## config.mk

```make
export PLATFORM = sky130hd
export DESIGN_NAME = lockstep_recovery_ctrl_flat
export DESIGN_NICKNAME = d
export VERILOG_FILES = /design/src/rtl/lockstep_recovery_if.sv /design/src/rtl/lockstep_recovery_ctrl.sv /design/src/flat_wrapper.sv
export SDC_FILE = /design/constraint.sdc
export NUM_CORES = 1
export LEC_CHECK = 0
export CAP_MARGIN = 20
export CORE_MARGIN = 2
export CORE_UTILIZATION = 55
export DETAILED_ROUTE_END_ITERATION = 6
export PLACE_DENSITY = 0.85
export SYNTH_ARGS = -nofsm -noshare
export SYNTH_HDL_FRONTEND = slang
export SYNTH_SLANG_ARGS = --single-unit
```

## constraint.sdc

```tcl
create_clock -name clk_i -period 4.63 [get_ports clk_i]
set_input_delay 0.463 -clock clk_i [delete_from_list [all_inputs] [get_ports clk_i]]
set_output_delay 0.463 -clock clk_i [all_outputs]
set_load 0.02 [all_outputs]
```

## src/rtl/lockstep_recovery_if.sv

```systemverilog
// Result/commit bundle between the lockstep cores, the recovery controller and its observers.
interface lockstep_recovery_if #(
  parameter int DATA_W = 32,
  parameter int CNT_W  = 8
);
  logic              valid1;
  logic [DATA_W-1:0] result1;
  logic              valid2;
  logic [DATA_W-1:0] result2;
  logic              core_reset;
  logic              commit_valid;
  logic [DATA_W-1:0] commit_data;
  logic              error_pulse;
  logic              fatal;
  logic [CNT_W-1:0]  err_count;

  modport master (
    output valid1, result1, valid2, result2,
    input  core_reset, commit_valid, commit_data, error_pulse, fatal, err_count
  );

  modport slave (
    input  valid1, result1, valid2, result2,
    output core_reset, commit_valid, commit_data, error_pulse, fatal, err_count
  );
endinterface

```

## src/rtl/lockstep_recovery_ctrl.sv

```systemverilog
// Pairs lockstep core results, commits agreed values and sequences core reset/retry on faults.
//   state   | meaning
//   RUN     | no result held, waiting for either core
//   WAIT1   | core 1 result held, waiting for core 2
//   WAIT2   | core 2 result held, waiting for core 1
//   RECOVER | cores held in reset for RESET_CYCLES
//   FATAL   | retry budget exhausted, held until block reset
module lockstep_recovery_ctrl #(
  parameter int DATA_W       = 32,
  parameter int TIMEOUT      = 16,
  parameter int RESET_CYCLES = 8,
  parameter int MAX_RETRIES  = 3,
  parameter int CNT_W        = 8
) (
  input  logic                clk_i,
  input  logic                rst_i,
  lockstep_recovery_if.slave  bus
);

  localparam int TW = $clog2(TIMEOUT + 1);
  localparam int RW = $clog2(RESET_CYCLES + 1);
  localparam int MW = $clog2(MAX_RETRIES + 1);
  localparam logic [TW-1:0] TMO_LAST  = TW'(TIMEOUT - 1);
  localparam logic [RW-1:0] RCNT_LAST = RW'(RESET_CYCLES - 1);
  localparam logic [MW-1:0] RETRY_MAX = MW'(MAX_RETRIES);

  typedef enum logic [2:0] {RUN, WAIT1, WAIT2, RECOVER, FATAL} state_e;

  state_e            state_q, state_d;
  logic [DATA_W-1:0] held_q, held_d, cdata_q, cdata_d;
  logic [TW-1:0]     tmo_q, tmo_d;
  logic [RW-1:0]     rcnt_q, rcnt_d;
  logic [MW-1:0]     retry_q, retry_d;
  logic [CNT_W-1:0]  errc_q, errc_d;
  logic              commit_q, commit_d, err_q, err_d, crst_q, crst_d, fatal_q, fatal_d;
  logic              ok, fail;
  logic [DATA_W-1:0] ok_val;

  always_comb begin
    state_d  = state_q;
    held_d   = held_q;
    tmo_d    = tmo_q;
    rcnt_d   = rcnt_q;
    retry_d  = retry_q;
    errc_d   = errc_q;
    cdata_d  = cdata_q;
    commit_d = 1'b0;
    err_d    = 1'b0;
    ok       = 1'b0;
    fail     = 1'b0;
    ok_val   = held_q;

    case (state_q)
      RUN: begin
        if (bus.valid1 && bus.valid2) begin
          ok_val = bus.result1;
          if (bus.result1 == bus.result2) ok = 1'b1;
          else                            fail = 1'b1;
        end else if (bus.valid1) begin
          held_d  = bus.result1;
          tmo_d   = '0;
          state_d = WAIT1;
        end else if (bus.valid2) begin
          held_d  = bus.result2;
          tmo_d   = '0;
          state_d = WAIT2;
        end
      end
      // tmo_q counts completed wait cycles, so the partner is still accepted on cycle TIMEOUT
      WAIT1: begin
        if (bus.valid2) begin
          if (bus.result2 == held_q) ok = 1'b1;
          else                       fail = 1'b1;
        end else if (bus.valid1 || tmo_q == TMO_LAST) begin
          fail = 1'b1;
        end else begin
          tmo_d = tmo_q + 1'b1;
        end
      end
      WAIT2: begin
        if (bus.valid1) begin
          if (bus.result1 == held_q) ok = 1'b1;
          else                       fail = 1'b1;
        end else if (bus.valid2 || tmo_q == TMO_LAST) begin
          fail = 1'b1;
        end else begin
          tmo_d = tmo_q + 1'b1;
        end
      end
      RECOVER: begin
        if (rcnt_q == RCNT_LAST) state_d = RUN;
        else                     rcnt_d  = rcnt_q + 1'b1;
      end
      FATAL:   ;
      default: state_d = RUN;
    endcase

    if (ok) begin
      commit_d = 1'b1;
      cdata_d  = ok_val;
      retry_d  = '0;
      state_d  = RUN;
    end
    if (fail) begin
      err_d   = 1'b1;
      if (errc_q != '1) errc_d = errc_q + 1'b1;
      retry_d = retry_q + 1'b1;
      rcnt_d  = '0;
      state_d = (retry_d == RETRY_MAX) ? FATAL : RECOVER;
    end

    crst_d  = (state_d == RECOVER) || (state_d == FATAL);
    fatal_d = (state_d == FATAL);
  end

  always_ff @(posedge clk_i or posedge rst_i) begin
    if (rst_i) begin
      state_q  <= RUN;
      held_q   <= '0;
      cdata_q  <= '0;
      tmo_q    <= '0;
      rcnt_q   <= '0;
      retry_q  <= '0;
      errc_q   <= '0;
      commit_q <= 1'b0;
      err_q    <= 1'b0;
      crst_q   <= 1'b0;
      fatal_q  <= 1'b0;
    end else begin
      state_q  <= state_d;
      held_q   <= held_d;
      cdata_q  <= cdata_d;
      tmo_q    <= tmo_d;
      rcnt_q   <= rcnt_d;
      retry_q  <= retry_d;
      errc_q   <= errc_d;
      commit_q <= commit_d;
      err_q    <= err_d;
      crst_q   <= crst_d;
      fatal_q  <= fatal_d;
    end
  end

  assign bus.core_reset   = crst_q;
  assign bus.commit_valid = commit_q;
  assign bus.commit_data  = cdata_q;
  assign bus.error_pulse  = err_q;
  assign bus.fatal        = fatal_q;
  assign bus.err_count    = errc_q;

endmodule

```

## src/flat_wrapper.sv

```systemverilog
// flat-port wrapper written by rule: the top's interface ports become plain ports
module lockstep_recovery_ctrl_flat 
#(
  parameter int DATA_W       = 32,
  parameter int TIMEOUT      = 16,
  parameter int RESET_CYCLES = 8,
  parameter int MAX_RETRIES  = 3,
  parameter int CNT_W        = 8
)
  (clk_i, rst_i, bus_valid1, bus_result1, bus_valid2, bus_result2, bus_core_reset, bus_commit_valid, bus_commit_data, bus_error_pulse, bus_fatal, bus_err_count);
  lockstep_recovery_if #(.DATA_W(DATA_W), .CNT_W(CNT_W)) bus_i ();
  input  logic clk_i;
  input  logic rst_i;
  input wire logic [$bits(bus_i.valid1)-1:0] bus_valid1;
  input wire logic [$bits(bus_i.result1)-1:0] bus_result1;
  input wire logic [$bits(bus_i.valid2)-1:0] bus_valid2;
  input wire logic [$bits(bus_i.result2)-1:0] bus_result2;
  output wire logic [$bits(bus_i.core_reset)-1:0] bus_core_reset;
  output wire logic [$bits(bus_i.commit_valid)-1:0] bus_commit_valid;
  output wire logic [$bits(bus_i.commit_data)-1:0] bus_commit_data;
  output wire logic [$bits(bus_i.error_pulse)-1:0] bus_error_pulse;
  output wire logic [$bits(bus_i.fatal)-1:0] bus_fatal;
  output wire logic [$bits(bus_i.err_count)-1:0] bus_err_count;
  assign bus_i.valid1 = bus_valid1;
  assign bus_i.result1 = bus_result1;
  assign bus_i.valid2 = bus_valid2;
  assign bus_i.result2 = bus_result2;
  assign bus_core_reset = bus_i.core_reset;
  assign bus_commit_valid = bus_i.commit_valid;
  assign bus_commit_data = bus_i.commit_data;
  assign bus_error_pulse = bus_i.error_pulse;
  assign bus_fatal = bus_i.fatal;
  assign bus_err_count = bus_i.err_count;
  lockstep_recovery_ctrl #(.DATA_W(DATA_W), .TIMEOUT(TIMEOUT), .RESET_CYCLES(RESET_CYCLES), .MAX_RETRIES(MAX_RETRIES), .CNT_W(CNT_W)) u_core (.clk_i(clk_i), .rst_i(rst_i), .bus(bus_i));
endmodule
```

* After elaboration in Yosys (flattened, before gate mapping)
Index checks and enable logic that the tools add are counted.
** Word-level totals
- Register bits after elaboration :: 90
- Input bits :: 68
- Logic and storage cells :: 93
** Operators by class
- Add/sub/neg operators :: 4
- Equal/unequal tests :: 20
- Multiplexer cells :: 43
- Bitwise gates (word level) :: 1
- Reduce and logical (&&, ||, !) cells :: 14
** Operators by type and width (number)
- $mux W32 :: 4
- $eq A32 B32 Y1 :: 3
- $mux W5 :: 7
- $mux W3 :: 7
- $mux W1 :: 16
- $pmux W5 S3 :: 1
- $mux W4 :: 3
- $ne A2 B2 Y1 const B :: 5
- $eq A3 B2 Y1 const B :: 3
- $pmux W3 S3 :: 1
- $add A8 B1 Y8 const B :: 1
- $ne A8 B8 Y1 const B :: 1
- $reduce_and A7 Y1 :: 1
- $eq A3 B3 Y1 const B :: 2
- $pmux W1 S3 :: 2
- $reduce_bool A2 Y1 :: 3
- $add A5 B1 Y5 const B :: 1
- $eq A5 B4 Y1 const B :: 1
- $add A4 B1 Y4 const B :: 1
- $eq A4 B3 Y1 const B :: 1
- $mux W2 :: 2
- $reduce_and A2 Y1 :: 2
- $eq A3 B1 Y1 const B :: 1
- $logic_not A3 Y1 :: 1
- other kinds (10) :: 12

* Longest topological paths before layout
Gate-level depths: netlist of run 1.
- Word-level depth :: 8
- Mapped depth :: 10
- Depth with buffers taken out :: 9

* Worst setup path before layout of run 1
OpenSTA, ideal clock, no wires.
- Path kind :: input to register
- Start point :: in bus_result1[24]
- End point :: reg u_core.retry_q[0]
- Arrival time :: 2.759 ns
- Required time :: 4.505 ns
- Setup slack :: 1.746 ns
- Cell stages on the path :: 8
- Buffers on the path :: 1
- Cells stage by stage :: xor2_1 > or4_1 > or4_1 > nor4_1 > nand2b_1 > and2_1 > buf_4 > mux2_2
** Between the ends
- Cells in the longest elaborated chain, start to end :: 5
** Ends and longest elaborated chain
- from (decl) :: line flat_wrapper.sv:15 : input wire logic [$bits(bus_i.result1)-1:0] bus_result1;
- $eq A32 B32 Y1 (on tied branches) :: line lockstep_recovery_ctrl.sv:82, lockstep_recovery_ctrl.sv:57
- $mux W1 (on tied branches) :: line lockstep_recovery_ctrl.sv:82, lockstep_recovery_ctrl.sv:57
- $mux W1 (on tied branches) :: line lockstep_recovery_ctrl.sv:81, lockstep_recovery_ctrl.sv:55
- $pmux W1 S3 :: line lockstep_recovery_ctrl.sv:53 : case (state_q)
- $mux W2 or $reduce_bool A2 Y1 (tied branches)
- to (signal assigned) :: line lockstep_recovery_ctrl.sv:135 : retry_q <= retry_d;
- to (decl) :: line lockstep_recovery_ctrl.sv:33 : logic [MW-1:0] retry_q, retry_d;
Several ways; a longest one is shown, not always the timed one.
A chain may end at the register's enable or synchronous reset.

* Worst setup path in the final report of run 1
- Start point :: in bus_result1[27]
- End point :: reg u_core.state_q[0]
** Between the ends
- Cells in the longest elaborated chain, start to end :: 6
** Ends and longest elaborated chain
- $eq A32 B32 Y1 (on tied branches) :: line lockstep_recovery_ctrl.sv:82, lockstep_recovery_ctrl.sv:57
- $mux W1 (on tied branches) :: line lockstep_recovery_ctrl.sv:82, lockstep_recovery_ctrl.sv:57
- $mux W1 (on tied branches) :: line lockstep_recovery_ctrl.sv:81, lockstep_recovery_ctrl.sv:55
- $pmux W1 S3 :: line lockstep_recovery_ctrl.sv:53
- $mux W3 :: line lockstep_recovery_ctrl.sv:98 : if (ok) begin
- $mux W3 * :: line lockstep_recovery_ctrl.sv:104 : if (fail) begin
- via u_core.state_d[0] :: line lockstep_recovery_ctrl.sv:29 : state_e state_q, state_d;
- to (signal assigned) :: line lockstep_recovery_ctrl.sv:130 : state_q <= state_d;
- to (decl) :: line lockstep_recovery_ctrl.sv:29
The timed path passes the listed nets; every way through them passes the cells marked *.

==> metrics, run 1 <==
worst-skew pair later-pin latency=0.38 ns; period utilization=0.744; top post-synthesis cells by count=dfrtp_1, nor2_1, a21oi_1; Primary FF master, synth=dfrtp_1; Post-Syn Instances=just under 600; Fin. Hold Viols=0; post-synth top area cell=dfrtp_1; synthesized flop and latch total=90; Final setup viols=0; Pwr Total=0.00349 W; final worst setup slack=around 1.2 ns; via count=just under 5000; Avg WL per Cell=19.1 um; P_leak=2.85 nW; clock sinks=90; WS Path Type=input pin to flop; core area=approximately 9800 sq um; Setup crit end kind=flop; Root Driver=clkbuf_8; Worst-path clk slew=0.08 ns; Tot GR Track Use=0.300; TritonCTS Buffers=9; mean post-synth cell area=around 9.4 sq um; most numerous cell on the critical path=or4_1; # port buffers=111; GR Overflow Total=0; crit-path cells=clkdlybuf4s50_1 > xor2_1 > or4_1 > or4_1 > nor4_1 > nand2b_1 > and2_1 > mux2_2; Netlist cell types=44; Yosys warnings=0; Die Y=105 um; worst endpoint required time=4.89 ns; Area growth, synth to finish=26.5%; routed wire length=15900 um; Async S/R FF share, synth=1.00; # IOs=112; setup TNS=0 ns; Vias per Instance=5.80; drt initial violations=246; Worst EP arrival=3.71 ns; Setup Fix Bufs, Post-CTS=0; PostCTS Resize Cnt=0; vias in the first global route=4917; Synth Cell Area=5590 sq um; RSZ-0062 raised after global routing=no; sequential-to-total area share from yosys stat=0.403; synth top area cells=dfrtp_1, mux2i_1, xnor2_1, xor2_1, a21oi_1; H-tree levels=3; maximum fanout along the worst path=9; cell with the most instances after synthesis=dfrtp_1; Die X=105 um; largest net degree at the start of global routing=65; hold_buf cts=0; row count=36; status=completed; Max-slew headroom=0.256; CTS tree=yes; Clock Skews=0.0124 ns; Critical Path Start Type=input pin; Tmin final=between 3 and 4 ns; post-synth top area share=0.403; Worst-Margin Slew=1.12 ns; die area=11000 sq um; Ant. Diodes=0; Setup WS pre-CTS=0.831 ns; Post-Syn Nets=approximately 670; Placer Congestion=0.960; Detailed Place HPWL=roughly 12000 um; Power Density=494 nW/um^2; VDD IR-drop max=205 uV; slowest cell on the critical path=clkdlybuf4s50_1; first-pass GRT wire length=25700 um; max-slew violation count=0; # nets final=769; initial antenna violation count=0; total of max-cap violations=0; antenna-violating nets left=0; DRC violations left=0; Post-synth EDFFs=0; Achievable Freq=about 290 MHz; Max stage delay on crit path=slightly below 0.6 ns; DRT Pass-1 Iters=5; Worst Hold Margin=0.491 ns; Hold Crit Class=flop to flop; layout cell share with drive strength beyond 1=0.0515; Initial Util=0.569; clock buffer depth=2
layer usage:
| layer | track usage | share of wire | routed length [um] |
|---|---|---|---|
| met5 | 0 | 0 | 0 |
| met4 | 0.125 | 0.029 | 466 |
| met3 | 0.0443 | 0.049 | 782 |
| met2 | 0.498 | 0.49 | 7770 |
| met1 | 0.392 | 0.43 | 6850 |
cells by family after synthesis:
logic type	Yosys count	share of synthesized area
simple gates	192	0.166
xor+xnor	101	0.158
compound gates	93	0.0943
flops	90	0.403
mux	73	0.133
buf+inv	37	0.0291
fa+ha+maj	7	0.0157
cells in the final DEF, fill, tap and decap left out, types with 2 or more instances in the layout:
cell type / instances
clkdlybuf4s50_1: 110
dfrtp_1: 90
nor2_1: 81
a21oi_1: 70
mux2i_1: 65
xnor2_1: 55
xor2_1: 46
nand2_1: 25
nor4_1: 20
nand4_1: 16
nand3_1: 13
inv_1: 11
clkbuf_8: 10
nor3_1: 9
mux2_2: 7
o21ai_0: 7
ha_1: 7
or4_1: 6
and3_1: 6
bufinv_16: 4
nor2b_1: 3
a21boi_0: 3
buf_4: 3
and2_2: 2
o31ai_1: 2
a22o_1: 2
nand4b_1: 2
nand2b_1: 2
a21o_1: 2
clkinv_2: 2
final cells by class:
cell class	instances	area (sq um)
multi-input cells	466	3190
inverters	12	46.3
fillers	778	2750
flip-flops and latches	90	2250
repair buffers	115	1150
clock buffers	11	141
clock inverters	5	125
well taps	133	166
power by group:
group / leakage, nW / switching, W / total (W) / internal (W)
clock: 0.134 / 0.000286 / 0.000714 / 0.000427
combinational: 1.59 / 0.000838 / 0.00148 / 0.000646
sequential: 1.13 / 0.000284 / 0.00129 / 0.00101
metrics by stage:
step | utilization | instances | area, sq um
CTS | 0.718 | 831 | 7050
global placement | 0.690 | 815 | 6780
floorplan | - | 593 | 5590
global route | 0.720 | 832 | 7070
detailed placement | 0.690 | 815 | 6780
finish | 0.720 | 832 | 7070
worst paths after layout:
kind	endpoint	startpoint	slack (ns)	cells past startpoint
setup / recovery	u_core.state_q[0]	bus_result1[27]	1.19	8
hold / removal	u_core.tmo_q[4]	u_core.tmo_q[4]	0.49	2
setup reg to reg	u_core.state_q[0]	u_core.held_q[27]	1.36	7
hold reg to reg	u_core.tmo_q[4]	u_core.tmo_q[4]	0.49	2
max in group asynchronous	u_core.held_q[31]	rst_i	3.02	3
min in group asynchronous	u_core.bus.commit_data[22]	rst_i	0.53	2
state kept, by name, indices dropped and copies added, names as in the netlist:
register	count
u_core.bus.core_reset	1
u_core.bus.err_count	8
u_core.retry_q	2
u_core.bus.commit_valid	1
u_core.bus.fatal	1
u_core.bus.commit_data	32
u_core.tmo_q	5
u_core.rcnt_q	4
u_core.held_q	32
u_core.state_q	3
u_core.bus.error_pulse	1
worst max-delay path, delay by kind of cell:
kind | cells | cell delay (ns)
AND/OR/NAND/NOR | 5 | 2.12
multiplexers | 1 | 0.38
XOR/XNOR | 1 | 0.16
buffers and inverters | 1 | 0.58
(Power assumes the default switching activity.)
==> inputs of run 2 (changes only) <==
Settings changed: CORE_UTILIZATION 55 to 52, PLACE_DENSITY 0.85 to 0.81.
Clock period 4.63 ns to 3.3 ns, I/O delays scaled along.
==> run 2 against run 1 <==
Global-route usage decreased by 0.79 points. Critical path depth decreased by 1. Final area increased by 1.5%. Non-clock buffer count increased by 18. Clock power increased by 3.4%. Critical path type is now flop to flop. Critical endpoint is now u_core.retry_q[0]. Via count increased by 1.5%. Sequential share of layout area decreased by 0.47 points. Largest power group unchanged. Worst hold slack got worse by 0.13 ns. Utilization decreased by 2.8 points. Register-to-register slack got worse by 1.1 ns. Sequential power increased by 41%.
==> metrics, run 2 (same netlist as run 1, synthesis figures left out) <==
period utilization=0.914; Tot GR Track Use=0.292; VDD IR-drop max=342 uV; max-slew violation count=0; PostCTS Resize Cnt=0; Pwr Total=0.00471 W; final worst setup slack=0.283 ns; Ant. Diodes=0; TritonCTS Buffers=9; Clock power frac=0.157; Final setup viols=0; # port buffers=111; Achievable Freq=331 MHz; Vias per Instance=5.75; status=completed; commonest non-fill, non-tap cell in the layout=clkdlybuf4s50_1; Critical Path Start Type=flop; RSZ-0062 raised after global routing=no; die area=about 12000 sq um; via count=a little under 5000; vias in the first global route=4932; filler cell count=around 840; Root Driver=clkbuf_8; Die X=108 um; Max-slew headroom=0.556; DRT Pass-1 Iters=5; Setup Fix Bufs, Post-CTS=0; core area=10400 sq um; clock buffer depth=2; Setup crit end kind=flop; row count=37; Hold Crit Class=input pin to async pin; Power Density=657 nW/um^2; Worst-Margin Slew=between 0.6 and 0.7 ns; Internal Power=0.00272 W; Clock Skews=around 0.012 ns; largest net degree at the start of global routing=56; # IOs=112; total of max-cap violations=0; clock sinks=90; DRC violations left=0; WS Path Type=flop to flop; P_leak=2.91 nW; Setup WS pre-CTS=-0.0415 ns; Avg WL per Cell=~19 um; Die Y=108 um; Critical path origin=u_core.held_q[16]; maximum fanout along the worst path=5; switching power of the nets=0.00199 W; hold_buf cts=0; worst endpoint required time=between 3 and 4 ns; Area growth, synth to finish=28.4%; most frequent cells in the layout=clkdlybuf4s50_1, dfrtp_1, nor2_1; GR Overflow Total=0; Worst-path clk slew=approximately 0.09 ns; Worst EP arrival=3.27 ns; drt initial violations=229; CTS tree=yes; Fin. Hold Viols=0; routed wire length=around 16000 um; initial antenna violation count=0; RR Startpoint=u_core.held_q[16]; Flop pwr share=0.386; switching fraction of total power=0.423; Detailed Place HPWL=approximately 13000 um; layout cell share with drive strength beyond 1=0.0740; H-tree levels=3; combinational group share of total power=0.458; Initial Util=0.539; worst-skew pair later-pin latency=~0.37 ns; antenna-violating nets left=0; # nets final=787; first-pass GRT wire length=25600 um; Placer Congestion=0.983; Tmin final=3.02 ns
[run 2: critical path: stages (launching register included)]
cell and delay [ns]:
dfrtp_1 0.44, xor2_1 0.22, or4_1 0.53, or4_1 0.50
nor4_1 0.36, nand2b_1 0.19, and2_1 0.28, mux2_2 0.38
[run 2: worst paths after layout]
kind,end,slack [ns],cells after the start
max,u_core.retry_q[0],0.28,7
min,u_core.bus.commit_data[23],0.36,2
max reg2reg,u_core.retry_q[0],0.28,7
min reg2reg,u_core.bus.err_count[0],0.53,1
max in group asynchronous,u_core.held_q[31],2.23,3
min in group clk_i,u_core.bus.err_count[0],0.53,1
[run 2: power groups by stage]
stage | logic [W] | registers, W | clock network (W)
2_1_floorplan | 0.00138 | 0.00178 | 0
3_3_place_gp | 0.00207 | 0.00180 | 0
3_5_place_dp | 0.00213 | 0.00183 | 0
4_1_cts | 0.00215 | 0.00180 | 0.000751
5_1_grt | 0.00236 | 0.00186 | 0.000800
6_report | 0.00216 | 0.00182 | 0.000738
[run 2: per-stage QoR]
stage | cells | setup TNS [ns] | area, sq um | util | hold slack (ns)
floorplan | 593 | 0 | 5590 | - | 0.449
global placement | 837 | 0 | 6990 | 0.674 | 0.461
detailed placement | 837 | -0.0666 | 6990 | 0.674 | 0.513
CTS | 852 | 0 | 7170 | 0.692 | 0.373
global route | 852 | 0 | 7170 | 0.692 | 0.406
finish | 852 | 0 | 7170 | 0.692 | 0.364
[run 2: area by class of cell]
class / count / area [sq um] / share of cell area
flip-flops and latches: 90 / 2250 / 0.314
inverters: 12 / 46.3 / 0.00645
well taps: 136 / 170 / 0.0237
multi-input cells: 466 / 3190 / 0.444
clock inverters: 5 / 56.3 / 0.00785
clock buffers: 10 / 128 / 0.0178
repair buffers: 133 / 1330 / 0.186
[run 2: metal layers]
metal	GRT usage	vias to the layer above	wire, um	share of wire
met1	0.381	2386	6960	0.43
met2	0.487	161	7940	0.49
li1	-	2326	-	-
met3	0.0460	27	852	0.053
met5	0	-	0	0
met4	0.114	0	381	0.024
